<file path="src/rtl/filt_frame_scheduler.sv">
// filt_frame_scheduler
//
// Schedules two frame buffers between a producer (disparity engine), a
// post-filter engine and a consumer. Each buffer moves through
//   EMPTY -> WRITING -> PEND -> FILTERING -> FULL -> READING -> EMPTY
// or, with FILT_BYPASS=1, straight from WRITING to FULL.
// Frames are filtered and read in the order the producer finished them.
//
// Handshakes: a requester holds its req level high. The scheduler answers
// with a one-cycle grant, computed combinationally in the same cycle from
// registered buffer state, and the buffer index next to it. The index stays
// valid until the matching done pulse. A done pulse with no buffer in the
// matching state is dropped and raises the sticky proto_err flag.
//
// Ports:
//   clk, reset            clock, synchronous active-high reset
//   wr_req/wr_grant/wr_buf/wr_done   producer side
//   filt_start/filt_buf/filt_idle    filter engine side
//   rd_req/rd_grant/rd_buf/rd_done   consumer side
//   frames_out            frames completed by the consumer (wraps)
//   proto_err             sticky protocol-error flag
//   filt_state            filter FSM state, for debug/checkers
module filt_frame_scheduler #(
  parameter int FILT_TAIL   = 8,
  parameter bit FILT_BYPASS = 1'b0,
  parameter int CNT_W       = 16
) (
  input  logic             clk,
  input  logic             reset,
  input  logic             wr_req,
  output logic             wr_grant,
  output logic             wr_buf,
  input  logic             wr_done,
  output logic             filt_start,
  output logic             filt_buf,
  input  logic             filt_idle,
  input  logic             rd_req,
  output logic             rd_grant,
  output logic             rd_buf,
  input  logic             rd_done,
  output logic [CNT_W-1:0] frames_out,
  output logic             proto_err,
  output logic [1:0]       filt_state
);

  localparam int TAIL_W = (FILT_TAIL > 0) ? $clog2(FILT_TAIL + 1) : 1;

  typedef enum logic [2:0] {
    B_EMPTY, B_WRITING, B_PEND, B_FILTERING, B_FULL, B_READING
  } buf_state_t;

  typedef enum logic [1:0] {
    F_IDLE, F_LAUNCH, F_RUN, F_TAIL
  } filt_state_t;

  buf_state_t  buf_st  [2];
  buf_state_t  buf_nxt [2];
  filt_state_t f_st, f_nxt;

  logic [1:0]        launch_cnt, launch_nxt;
  logic [TAIL_W-1:0] tail_cnt, tail_nxt;
  logic              newest;      // buffer whose wr_done came last
  logic              wr_buf_q, rd_buf_q, filt_buf_q;
  logic              launch_err;

  logic writing_any, writing_idx, reading_any, reading_idx;
  logic empty0, empty1, pend0, pend1, full0, full1;
  logic wr_pick, pend_pick, full_pick;
  logic wr_done_ok, rd_done_ok;

  assign writing_any = (buf_st[0] == B_WRITING) || (buf_st[1] == B_WRITING);
  assign writing_idx = (buf_st[1] == B_WRITING);
  assign reading_any = (buf_st[0] == B_READING) || (buf_st[1] == B_READING);
  assign reading_idx = (buf_st[1] == B_READING);
  assign empty0      = (buf_st[0] == B_EMPTY);
  assign empty1      = (buf_st[1] == B_EMPTY);
  assign pend0       = (buf_st[0] == B_PEND);
  assign pend1       = (buf_st[1] == B_PEND);
  assign full0       = (buf_st[0] == B_FULL);
  assign full1       = (buf_st[1] == B_FULL);

  // Lowest-index EMPTY buffer wins a write grant.
  assign wr_pick   = !empty0;
  // With two candidates the older one is the buffer that was not finished
  // last; with one candidate it is simply that one.
  assign pend_pick = (pend0 && pend1) ? ~newest : pend1;
  assign full_pick = (full0 && full1) ? ~newest : full1;

  assign wr_grant   = wr_req && !writing_any && (empty0 || empty1);
  assign rd_grant   = rd_req && !reading_any && (full0 || full1);
  assign wr_done_ok = wr_done && writing_any;
  assign rd_done_ok = rd_done && reading_any;

  assign wr_buf     = wr_grant   ? wr_pick   : wr_buf_q;
  assign rd_buf     = rd_grant   ? full_pick : rd_buf_q;
  assign filt_buf   = filt_start ? pend_pick : filt_buf_q;
  assign filt_state = f_st;

  // Next-state for both buffers and the filter FSM. Every event targets a
  // buffer in a distinct state, so all same-cycle events land on different
  // buffers and can be applied independently.
  always_comb begin
    buf_nxt[0] = buf_st[0];
    buf_nxt[1] = buf_st[1];
    f_nxt      = f_st;
    launch_nxt = launch_cnt;
    tail_nxt   = tail_cnt;
    filt_start = 1'b0;
    launch_err = 1'b0;

    if (wr_grant)   buf_nxt[wr_pick]     = B_WRITING;
    if (wr_done_ok) buf_nxt[writing_idx] = FILT_BYPASS ? B_FULL : B_PEND;
    if (rd_grant)   buf_nxt[full_pick]   = B_READING;
    if (rd_done_ok) buf_nxt[reading_idx] = B_EMPTY;

    case (f_st)
      F_IDLE: begin
        if (filt_idle && (pend0 || pend1)) begin
          filt_start         = 1'b1;
          buf_nxt[pend_pick] = B_FILTERING;
          launch_nxt         = 2'd0;
          f_nxt              = F_LAUNCH;
        end
      end
      F_LAUNCH: begin
        // The filter must drop idle within four cycles of the start pulse;
        // otherwise the frame is handed back to PEND for another attempt.
        if (!filt_idle) begin
          f_nxt = F_RUN;
        end else if (launch_cnt == 2'd3) begin
          launch_err          = 1'b1;
          buf_nxt[filt_buf_q] = B_PEND;
          f_nxt               = F_IDLE;
        end else begin
          launch_nxt = launch_cnt + 2'd1;
        end
      end
      F_RUN: begin
        if (filt_idle) begin
          tail_nxt = TAIL_W'(FILT_TAIL);
          f_nxt    = F_TAIL;
        end
      end
      F_TAIL: begin
        // Write-back drain: FILT_TAIL+1 cycles here in total.
        if (tail_cnt == '0) begin
          buf_nxt[filt_buf_q] = B_FULL;
          f_nxt               = F_IDLE;
        end else begin
          tail_nxt = tail_cnt - TAIL_W'(1);
        end
      end
      default: f_nxt = F_IDLE;
    endcase
  end

  always_ff @(posedge clk) begin
    if (reset) begin
      buf_st[0]  <= B_EMPTY;
      buf_st[1]  <= B_EMPTY;
      f_st       <= F_IDLE;
      launch_cnt <= '0;
      tail_cnt   <= '0;
      newest     <= 1'b0;
      wr_buf_q   <= 1'b0;
      rd_buf_q   <= 1'b0;
      filt_buf_q <= 1'b0;
      frames_out <= '0;
      proto_err  <= 1'b0;
    end else begin
      buf_st[0]  <= buf_nxt[0];
      buf_st[1]  <= buf_nxt[1];
      f_st       <= f_nxt;
      launch_cnt <= launch_nxt;
      tail_cnt   <= tail_nxt;
      if (wr_done_ok) newest     <= writing_idx;
      if (wr_grant)   wr_buf_q   <= wr_pick;
      if (rd_grant)   rd_buf_q   <= full_pick;
      if (filt_start) filt_buf_q <= pend_pick;
      if (rd_done_ok) frames_out <= frames_out + CNT_W'(1);
      if (launch_err || (wr_done && !writing_any) || (rd_done && !reading_any))
        proto_err <= 1'b1;
    end
  end

endmodule
</file>
<file path="config.mk">
export PLATFORM = sky130hd
export DESIGN_NAME = filt_frame_scheduler
export DESIGN_NICKNAME = d
export VERILOG_FILES = /design/src/rtl/filt_frame_scheduler.sv
export SDC_FILE = /design/constraint.sdc
export NUM_CORES = 1
export LEC_CHECK = 0
export BUFFER_PORTS_ARGS = -buffer_cell sky130_fd_sc_hd__buf_2
export CAP_MARGIN = 20
export CELL_PAD_IN_SITES_DETAIL_PLACEMENT = 0
export CELL_PAD_IN_SITES_GLOBAL_PLACEMENT = 1
export CORE_ASPECT_RATIO = 0.6
export CORE_MARGIN = 2
export CORE_UTILIZATION = 43
export CTS_BUF_LIST = sky130_fd_sc_hd__clkbuf_2 sky130_fd_sc_hd__clkbuf_4 sky130_fd_sc_hd__clkbuf_8
export CTS_CLUSTER_DIAMETER = 30
export DETAILED_ROUTE_END_ITERATION = 8
export GPL_TIMING_DRIVEN = 0
export PLACE_DENSITY = 0.78
export SYNTH_ARGS = -nofsm -noshare
export SYNTH_HDL_FRONTEND = slang
export SYNTH_SLANG_ARGS = --single-unit
</file>
<file path="constraint.sdc">
create_clock -name clk -period 2.1 [get_ports clk]
set_clock_uncertainty 0.2 [all_clocks]
set_input_delay 0.42 -clock clk [delete_from_list [all_inputs] [get_ports clk]]
set_output_delay 0.42 -clock clk [all_outputs]
set_load 0.03 [all_outputs]
</file>
==> summary.txt <==
Worst path bufs/invs -> 2
Worst Path Required -> 1.48 ns
Family with the most delay on the worst path -> simple AND/OR/NAND/NOR gates
Synth cell count leaders -> dfxtp_1, nor2_1, a21oi_1
Seq/Total Area, Yosys -> 36.1%
Routed Antenna Nets -> 0
Ys Warns -> 0
Flop2flop setup slack -> 0.13 ns
Synth top area share -> 36.1%
CORE AREA -> 4210 sq um
Fin. Hold Viols -> 0
Number of flops mapped to enable cells by yosys -> 0
Critical path's most frequent cell -> buf_6
Post-Syn Area -> 1940 sq um
P per Cell Area -> 593 nW/um^2
Clk_lat worst skew -> 0.29 ns
# DRC -> 0
Max-slew violations -> 0
Syn Nets -> 236
Cell count after synthesis -> 225
Dominant cell type by area after synthesis -> dfxtp_1
Crit-path max FO -> 7
Post-layout nets -> 280
Synthesized area per cell -> 8.63 sq um
Crit-path slowest cell -> or4b_4
DR WL met2 -> 1760 um
Setup CP Type -> register to primary output
F_max -> 0.443 GHz
Area Growth Syn to Fin -> 25.7%
Initial Util -> 46.1%
Arrival @ worst endpoint -> 1.64 ns
Hpwl dp -> 3320 um
Synth cell types -> 57
Layout fillers -> 416
Pin count of the biggest net entering global routing -> 11
Via count -> 1761
Row cnt -> 18
Async S/R FF share, synth -> 0%
Total Routed Length -> 4670 um
Die H -> 56.1 um
Area of the multi-input gates -> 1240 sq um
I/O Buffers -> 31
First-pass GRT wire length -> 7580 um
I/O pin count -> 32
Peak VDD IR -> 0.273 mV
WL met3 -> 283 um
Critical path endpoint category -> primary output
Final Wtd Congestion -> 0.819
Vias in the first global route -> 1548
Worst path cell trace -> buf_6 > or4b_4 > nand3_2 > o21a_2 > buf_6
Overall Power -> 0.00145 W
Hold-fix buffer count after cts -> 0
Synthesized flop and latch total -> 35
Ys flop type -> dfxtp_1
Die W -> 90.8 um
Max incr delay on CP -> 0.51 ns
Via-per-instance ratio -> 5.35
Rel. slew slack -> 60.2%
Leak -> 1.03 nW
Worst-margin pin slew -> 0.596 ns
Count leader, synth -> dfxtp_1
Seq. cell area -> 712 sq um
WL/cell -> 14.2 um
Clock Pin Slew Worst Setup and Hold Paths -> 0.07 ns
Hold/Removal Path Class -> input port to register
CTS buffer count -> 5
Status -> complete, but fails checks
Max_cap viols -> 0
Largest cells by area after synthesis -> dfxtp_1, nor2_1, a21oi_1
Final setup fails -> 4
Total grt overflow -> 0
Iter 0 DRT Violations -> 114
Failing checks -> negative setup slack
H-tree depth -> 2
Met1 Wirelength -> 2590 um
Die ar. -> 5090 sq um
Final setup margin -> -0.155 ns
RSZ-0062 raised after global routing -> yes
Max clock buf depth -> 2
Total clock sinks -> 35
Crit path launch type -> register
Antenna violations before repair -> 0
Root Buffer -> clkbuf_8
Crit path time final -> 2.26 ns
All-Layer GR Usage -> 18.6%
Layout cell share with drive strength beyond 1 -> 30.1%
# diodes -> 0
Utilization after layout -> 58.0%
CTS tree -> done
Drt pass-1 iters -> 5
Highest routed layer -> met4
Tcrit/Tclk final -> 107%
==> cell type report <==
type / instances / area share [%]
clock buffers: 6 / 3.38
clock inverters: 1 / 0.205
multi-input cells: 172 / 50.9
inverters: 8 / 1.23
well taps: 60 / 3.08
plain buffers: 7 / 1.54
flip-flops and latches: 35 / 29.2
repair buffers: 40 / 10.5
==> what timing repair did <==
item / CTS / global route
gates resized for setup: 19 / 16
setup endpoints to repair: 6 / 8
pin swaps: 2 / 2
buffers inserted: 4 / 5
==> routing by layer <==
| metal | up-vias | GRT usage [%] |
|---|---|---|
| met4 | 0 | 6.59 |
| met3 | 5 | 5.42 |
| met5 | - | 0 |
| li1 | 912 | - |
| met2 | 50 | 23.9 |
| met1 | 794 | 28.6 |
==> per-stage QoR <==
step | TNS [ns] | instances | instance area (sq um) | hold WS, ns | setup WS (ns)
floorplan | 0 | 225 | 1940 | 0.273 | 0.0223
global placement | -0.301 | 316 | 2170 | 0.287 | -0.155
detailed placement | -0.276 | 316 | 2170 | 0.300 | -0.147
CTS | -0.413 | 325 | 2360 | 0.244 | -0.141
global route | -0.474 | 329 | 2440 | 0.275 | -0.203
finish | -0.214 | 329 | 2440 | 0.257 | -0.155
==> worst paths after layout <==
path	start	endpoint	depth (start not counted)
max	buf_st[0][3]	filt_buf	5
min	rd_done	proto_err	3
max reg2reg	tail_cnt[0]	buf_st[0][3]	6
min reg2reg	frames_out[14]	frames_out[14]	2
==> sequential cells by signal, summed over array words and instances, names as in the netlist, named ones only <==
| signal | flops |
|---|---|
| filt_state | 1 |
| frames_out | 16 |
| proto_err | 1 |
| rd_buf_q | 1 |
| wr_buf_q | 1 |
| tail_cnt | 4 |
| buf_st | 6 |
| filt_buf_q | 1 |
| launch_cnt | 2 |
| newest | 1 |
==> layout by cell type (no fill, tap or decap), types with 3 or more instances in the layout <==
cell	synthesis	layout
dfxtp_1	35	30
buf_2	2	27
nor2_1	25	22
a21oi_1	16	16
nand2_1	15	15
o21ai_0	11	11
buf_4	0	10
inv_1	8	8
nor2b_1	7	7
or3_1	6	6
nand3_1	7	6
xnor2_1	6	6
clkbuf_8	0	6
nand4_1	5	5
clkbuf_1	7	5
buf_6	0	4
ha_1	4	4
mux2i_1	3	3
a22oi_1	3	3
a211oi_1	3	3
nor3_1	3	3
dfxtp_2	0	3
==> where the power goes <==
group | internal (W) | switching [W] | total [W]
Combinational | 0.000108 | 0.000135 | 0.000243
Clock | 0.000257 | 0.000245 | 0.000502
Sequential | 0.000681 | 0.0000221 | 0.000704
==> cell families (layout without fill, tap and decap cells) <==
family,count (synthesis),in the layout,synth area share (%)
fa+ha+maj,4,4,2.58
flops,35,35,36.1
xor+xnor,8,8,3.61
compound gates,54,54,18.9
simple gates,100,100,31.7
buf+inv,18,62,3.67
mux,6,6,3.48
==> tightest hold or removal path: stages <==
cell and delay (ns):
buf_2 0.15, nand2_1 0.07, a21oi_1 0.05
No activity file was read; power rests on OpenSTA's default activity.
